### config.mk
export PLATFORM = sky130hd
export DESIGN_NAME = spi_slave_rx_tx
export DESIGN_NICKNAME = d
export VERILOG_FILES = /design/src/rtl/spi_pkg.sv /design/src/rtl/spi_sync.sv /design/src/rtl/spi_slave_rx_tx.sv
export SDC_FILE = /design/constraint.sdc
export NUM_CORES = 1
export LEC_CHECK = 0
export CORE_MARGIN = 1.5
export CORE_UTILIZATION = 51
export DETAILED_ROUTE_END_ITERATION = 10
export PLACE_DENSITY_LB_ADDON = 0.12
export SLEW_MARGIN = 25
export SYNTH_ARGS = -nofsm -noshare
export SYNTH_HDL_FRONTEND = slang
export SYNTH_SLANG_ARGS = --single-unit
### constraint.sdc
create_clock -name clk -period 2.5 [get_ports clk]
set_input_delay 0.625 -clock clk [delete_from_list [all_inputs] [get_ports clk]]
set_output_delay 0.625 -clock clk [all_outputs]
set_load 0.02 [all_outputs]
### src/rtl/spi_pkg.sv
// -----------------------------------------------------------------------------
// spi_pkg
//   Shared definitions for the SPI master/slave pair.
//
//   spi_state_e     : frame state of the slave (IDLE between frames, ACTIVE
//                     while chip select is held low).
//   SPI_DATA_WIDTH  : default word length in bits (MSB first).
//   SPI_SYNC_STAGES : default number of synchronizer flops per input pin.
// -----------------------------------------------------------------------------
package spi_pkg;

   typedef enum logic {
      IDLE   = 1'b0,
      ACTIVE = 1'b1
   } spi_state_e;

   localparam int SPI_DATA_WIDTH  = 8;
   localparam int SPI_SYNC_STAGES = 2;

endpackage : spi_pkg

### src/rtl/spi_sync.sv
// -----------------------------------------------------------------------------
// spi_sync
//   Single-bit synchronizer: STAGES flops in series on clk.
//
//   Ports:
//     clk : system clock
//     d   : asynchronous input pin
//     q   : synchronized copy of d, STAGES clk cycles late
//
//   The chain has no reset on purpose: it keeps tracking the pin while the
//   rest of the design is held in reset, so releasing reset in the middle of
//   a frame never fabricates a chip-select edge.
// -----------------------------------------------------------------------------
module spi_sync #(
   parameter int STAGES = 2
) (
   input  logic clk,
   input  logic d,
   output logic q
);

   logic [STAGES-1:0] chain;

   always_ff @(posedge clk) begin
      chain <= {chain[STAGES-2:0], d};
   end

   assign q = chain[STAGES-1];

endmodule : spi_sync

### src/rtl/spi_slave_rx_tx.sv
// -----------------------------------------------------------------------------
// spi_slave_rx_tx
//   SPI mode-0 responder (CPOL=0, CPHA=0). The SCLK, CS_N and MOSI pins are
//   oversampled on clk; MOSI is deserialized into DATA_WIDTH-bit words (MSB
//   first) and a preloaded word is serialized onto MISO.
//
//   Parameters:
//     DATA_WIDTH  : word length, >= 2
//     SYNC_STAGES : synchronizer depth per pin, >= 2
//
//   Ports:
//     clk, rst     : system clock, synchronous active-high reset
//     spi_sclk     : serial clock from the master (asynchronous)
//     spi_cs_n     : chip select, active low (asynchronous)
//     spi_mosi     : master-out data (asynchronous)
//     spi_miso     : slave-out data
//     spi_miso_oe  : MISO output enable, high while a frame is active
//     tx_data      : next word to transmit
//     tx_valid     : tx_data valid
//     tx_ready     : one-deep TX buffer is empty
//     rx_data      : last complete received word
//     rx_valid     : one-cycle pulse, rx_data was just updated
//     busy         : frame state is ACTIVE
//
//   Optional build macro SPI_SLAVE_STATUS_EN adds:
//     tx_underrun  : one-cycle pulse on each load taken with the buffer empty
//     rx_abort     : one-cycle pulse when CS_N rises mid-word
//
//   TX handshake: a word transfers on a clk edge where tx_valid and tx_ready
//   are both high; tx_data must be stable while tx_valid is high. There is no
//   backpressure on rx_data: the consumer must take it on rx_valid.
// -----------------------------------------------------------------------------
module spi_slave_rx_tx
   import spi_pkg::*;
#(
   parameter int DATA_WIDTH  = SPI_DATA_WIDTH,
   parameter int SYNC_STAGES = SPI_SYNC_STAGES
) (
   input  logic                  clk,
   input  logic                  rst,
   input  logic                  spi_sclk,
   input  logic                  spi_cs_n,
   input  logic                  spi_mosi,
   output logic                  spi_miso,
   output logic                  spi_miso_oe,
   input  logic [DATA_WIDTH-1:0] tx_data,
   input  logic                  tx_valid,
   output logic                  tx_ready,
   output logic [DATA_WIDTH-1:0] rx_data,
   output logic                  rx_valid,
   output logic                  busy
`ifdef SPI_SLAVE_STATUS_EN
   ,
   output logic                  tx_underrun,
   output logic                  rx_abort
`endif
);

   localparam int CW = (DATA_WIDTH > 2) ? $clog2(DATA_WIDTH) : 1;
   localparam logic [CW-1:0] LAST_BIT = CW'(DATA_WIDTH - 1);

   // ---------------------------------------------------------------------
   // Pin synchronizers and edge strobes
   // ---------------------------------------------------------------------
   logic sclk_s, cs_n_s, mosi_s;
   logic sclk_d, cs_n_d;

   spi_sync #(.STAGES(SYNC_STAGES)) u_sync_sclk (.clk(clk), .d(spi_sclk), .q(sclk_s));
   spi_sync #(.STAGES(SYNC_STAGES)) u_sync_cs_n (.clk(clk), .d(spi_cs_n), .q(cs_n_s));
   spi_sync #(.STAGES(SYNC_STAGES)) u_sync_mosi (.clk(clk), .d(spi_mosi), .q(mosi_s));

   // Edge-detect flops follow the synchronizers and, like them, keep tracking
   // through reset so no stale edge is seen when reset is released.
   always_ff @(posedge clk) begin
      sclk_d <= sclk_s;
      cs_n_d <= cs_n_s;
   end

   logic sclk_rise, sclk_fall, cs_fall, cs_rise;

   assign sclk_rise =  sclk_s & ~sclk_d;
   assign sclk_fall = ~sclk_s &  sclk_d;
   assign cs_fall   = ~cs_n_s &  cs_n_d;
   assign cs_rise   =  cs_n_s & ~cs_n_d;

   // ---------------------------------------------------------------------
   // State and datapath registers
   // ---------------------------------------------------------------------
   spi_state_e            state_q, state_d;
   logic                  buf_full;
   logic [DATA_WIDTH-1:0] tx_buf;
   // Bits still to be sent after the one currently on spi_miso.
   logic [DATA_WIDTH-2:0] tx_rem;
   // Bits of the current word received so far (the oldest shifts out at the
   // completing sample straight into rx_data).
   logic [DATA_WIDTH-2:0] rx_rem;
   logic [CW-1:0]         bit_cnt;
   logic                  reload_pending;

   // ---------------------------------------------------------------------
   // Next-state / action decode
   // ---------------------------------------------------------------------
   logic do_load;     // move buffer (or zeros) into the TX shifter
   logic do_shift;    // advance the TX shifter by one bit
   logic do_sample;   // capture mosi_s into the RX shifter
   logic go_idle;     // frame ended by CS_N rise

   always_comb begin
      state_d   = state_q;
      do_load   = 1'b0;
      do_shift  = 1'b0;
      do_sample = 1'b0;
      go_idle   = 1'b0;
      case (state_q)
         IDLE: begin
            if (cs_fall) begin
               do_load = 1'b1;
               state_d = ACTIVE;
            end
         end
         ACTIVE: begin
            // CS_N rise has priority over a coincident SCLK rise: the frame
            // ends without taking that sample.
            if (cs_rise) begin
               go_idle = 1'b1;
               state_d = IDLE;
            end else begin
               if (sclk_rise) begin
                  do_sample = 1'b1;
               end
               if (sclk_fall) begin
                  if (reload_pending) begin
                     do_load = 1'b1;
                  end else begin
                     do_shift = 1'b1;
                  end
               end
            end
         end
         default: begin
            state_d = IDLE;
         end
      endcase
   end

   logic [DATA_WIDTH-1:0] rx_word;
   assign rx_word = {rx_rem, mosi_s};

   // ---------------------------------------------------------------------
   // Sequential datapath
   // ---------------------------------------------------------------------
   always_ff @(posedge clk) begin
      if (rst) begin
         state_q        <= IDLE;
         buf_full       <= 1'b0;
         tx_buf         <= '0;
         tx_rem         <= '0;
         rx_rem         <= '0;
         bit_cnt        <= '0;
         reload_pending <= 1'b0;
         spi_miso       <= 1'b0;
         rx_data        <= '0;
         rx_valid       <= 1'b0;
      end else begin
         state_q  <= state_d;
         rx_valid <= 1'b0;

         // A write can only happen with the buffer empty, and a load only
         // empties a full buffer, so the two never touch buf_full together.
         // A write coinciding with an empty-buffer load is kept for the next
         // word while this load sends zeros.
         if (tx_valid && !buf_full) begin
            tx_buf   <= tx_data;
            buf_full <= 1'b1;
         end

         if (do_load) begin
            if (buf_full) begin
               spi_miso <= tx_buf[DATA_WIDTH-1];
               tx_rem   <= tx_buf[DATA_WIDTH-2:0];
               buf_full <= 1'b0;
            end else begin
               spi_miso <= 1'b0;
               tx_rem   <= '0;
            end
            reload_pending <= 1'b0;
         end

         if (do_shift) begin
            spi_miso <= tx_rem[DATA_WIDTH-2];
            tx_rem   <= tx_rem << 1;
         end

         if (do_sample) begin
            rx_rem <= rx_word[DATA_WIDTH-2:0];
            if (bit_cnt == LAST_BIT) begin
               rx_data        <= rx_word;
               rx_valid       <= 1'b1;
               bit_cnt        <= '0;
               reload_pending <= 1'b1;
            end else begin
               bit_cnt <= bit_cnt + 1'b1;
            end
         end

         // Partial word and any loaded TX word are dropped; the buffer keeps
         // whatever it holds for the next frame.
         if (go_idle) begin
            spi_miso       <= 1'b0;
            bit_cnt        <= '0;
            reload_pending <= 1'b0;
         end
      end
   end

`ifdef SPI_SLAVE_STATUS_EN
   always_ff @(posedge clk) begin
      if (rst) begin
         tx_underrun <= 1'b0;
         rx_abort    <= 1'b0;
      end else begin
         tx_underrun <= do_load && !buf_full;
         rx_abort    <= go_idle && (bit_cnt != '0);
      end
   end
`endif

   // ---------------------------------------------------------------------
   // Outputs
   // ---------------------------------------------------------------------
   assign busy        = (state_q == ACTIVE);
   assign spi_miso_oe = (state_q == ACTIVE);
   assign tx_ready    = !buf_full;

endmodule : spi_slave_rx_tx

==> flow_summary.toml <==
[floorplan]
initial_core_util_pct = 54.68
ios = 27
die_h_um = 60.91
core_area_sq_mm = 0.003128
die_w_um = 60.91
num_rows = 20
die-area_sq_mm = 0.003710

[global_route]
grt.total_usage_pct = 18.65
grt_pass1_vias = 1170
grt_first_pass_wirelength_um = 4940
grt_antenna_before_repair = 0
grt_overflow = 0
grt_max_degree = 13

[cells_and_area]
final_common_cell = "dfxtp_1"
fin_area_sq_mm = 0.002021
mostFrequentLayoutCells = "dfxtp_1, clkdlybuf4s50_1, mux2i_1"
num-nets-final = 209
antenna_cells = 0
syn_to_final_growth_pct = 18.14
layout-drive-gt1-share_pct = 6.218
fillCellCount = 270

[synth]
postSynthAreaPerCell_sq_um = 10.18
synth.area.top_cells = "dfxtp_1, mux2i_1, nor2_1"
netlist_area_sq_mm = 0.001710
ys_seq_area_share_pct = 53.84
ys_ff_latch = 46
syn_nets = 184
yosysTopAreaCellShare_pct = 53.84
yosys.area.top_type = "dfxtp_1"
netlist_instances = 168
synth_cell_type_count = 27
ys_warn_count = 0

[routing]
drc = 0
via_per_inst = 5.097
wl_um = 2982
drtAntennaViolNets = 0
wire_per_inst_um = 12.58
drtIter0Drc = 53
vias = 1208
dr.pass1.iters = 4

[status]
status = "complete, no violations"

[clock_network]
cts-root-buf = "clkbuf_4"
clock_path_buffers = 2
cts_setup_buffers = 0
clkSinkCount = 46
hold_buffers = 0
insertion_delay_ns = 0.35
cts_buffers = 5
path_clk_slew_ns = 0.12
ctsResizeCount = 0
cts_htree_levels = 2
cts_tree = "built"

[setup_path]
r2r_setup_slack_ns = 0.77
criticalPathCategory = "flop to output port"
worst_ep_arrival_time_ns = 1.58
worstPathCellList = "inv_1 > clkdlybuf4s50_1"
r2r_cells = 3
r2r-start = "busy$_SDFF_PP0_"
cp_slowest_stage_delay_ns = 0.58
start_kind = "flop"
critPathLaunch = "buf_full$_SDFF_PP0_"
critPathTopFamily = "buffers and inverters"
slowest_stage = "clkdlybuf4s50_1"
cp_num_cells = 2
cp_max_fo = 11
worstSetupEndpointType = "output port"
cp_num_buf_inv = 2
required_ns = 1.88

[placed_design]
post_dp_cell_area_sq_mm = 0.001976
place_hpwl_um = 2201
routabilityCongestion = 0.7954
portBuffers = 26

[power_and_ir_drop]
vdd.ir_drop.worst_v = 0.0004446
netSwitchingFraction_pct = 22.96
p_leak_uw = 0.0008794
p_switching_uw = 270.5
p_int_uw = 907.6
power_density_mw_per_mm2 = 583.0
power_frac_seq_pct = 65.1
p_total_uw = 1178
p_comb_share_pct = 8.1
power_frac_clock_pct = 26.7

[sta]
finalHoldViolCount = 0
tns_ns = 0
relSlewSlack_pct = 57.53
report.final.slew_viol_count = 0
period_needed_ns = 2.205
fmax_mhz = 453.6
period_share_pct = 88.19
grt_setup_unrepaired = "no"
worst_pin_slew_ns = 0.6351
setup_viol = 0
fin_skew_ns = 0.009911

[run]
cap_violations = 0

[worst_hold_path]
hp-start = "u_sync_mosi.chain[0]$_DFF_P_"
hp-class = "flop to flop"
worstHoldPathCells = 0
[power by group through the flow]
stage	combinational, uW	sequential (uW)	clock (uW)
6_report	95.9	767	315
5_1_grt	105	771	352
4_1_cts	97.0	768	326
3_5_place_dp	96.4	784	0
3_3_place_gp	94.2	783	0
2_1_floorplan	63.1	779	0
[cell families after synthesis]
family	synth area share, %
fa+ha+maj	1.463
simple gates	18.29
mux	13.46
compound gates	8.706
flops	53.84
buf+inv	4.242
[path summary, 6_finish.rpt]
kind                                  end
max                              tx_ready
max reg2reg       bit_cnt[0]$_SDFFE_PP0P_
min reg2reg  u_sync_mosi.chain[1]$_DFF_P_
min          u_sync_mosi.chain[1]$_DFF_P_
[worst reg2reg max path: cells and delay by family, from the launching register on]
family / cells / cell delay (ns)
simple gates: 2 / 1.02
compound gates: 1 / 0.13
flops: 1 / 0.52
[cells in the mapped netlist]
cell type and count:
nand4b_1 1, nand2_1 20, buf_6 2, clkbuf_1 4, buf_2 1, inv_1 2
or3_1 1, nand3_1 2, nor2b_1 2, a41o_1 1, and2_1 6, nor2_1 22
a41oi_1 1, nor3b_2 2, and2b_1 1, nand2b_1 1, buf_4 3, o21bai_1 1
nand4_1 1, ha_1 2, dfxtp_1 46, nor4_2 1, and2b_2 1, nand2b_4 1
mux2i_1 23, o2bb2ai_1 6, a21oi_1 14
[layer usage]
layer,global-route usage (%),wire length [um],up-vias
met4,6.522,44,0
met2,34.72,1556,19
met1,18.38,1261,566
li1,-,-,618
met5,0,0,-
met3,7.889,119,5
[cell type report]
type / count / area (sq um) / area share (%)
Clock buffer: 7 / 45.04 / 2.229
Inverter: 2 / 7.507 / 0.3715
Sequential cell: 46 / 920.9 / 45.57
Tap cell: 44 / 55.05 / 2.724
Timing Repair Buffer: 28 / 275.3 / 13.62
Multi-Input combinational cell: 110 / 716.9 / 35.48
[state kept, by name (all words and copies together) (netlist names), 2 cells and up]
name               cells
u_sync_sclk.chain      2
bit_cnt                3
tx_buf                 8
u_sync_mosi.chain      2
rx_data                8
u_sync_cs_n.chain      2
tx_rem                 7
rx_rem                 7
[through the flow]
step / utilization [%] / std cells / hold WS [ns] / setup WS, ns
CTS: 64.60 / 237 / 0.3475 / 0.2795
global placement: 63.16 / 230 / 0.3097 / 0.6019
finish: 64.60 / 237 / 0.3443 / 0.2953
detailed placement: 63.16 / 230 / 0.3171 / 0.5628
global route: 64.60 / 237 / 0.3483 / 0.2099
floorplan: - / 168 / 0.3096 / 1.147
No activity file was read; power rests on OpenSTA's default activity.
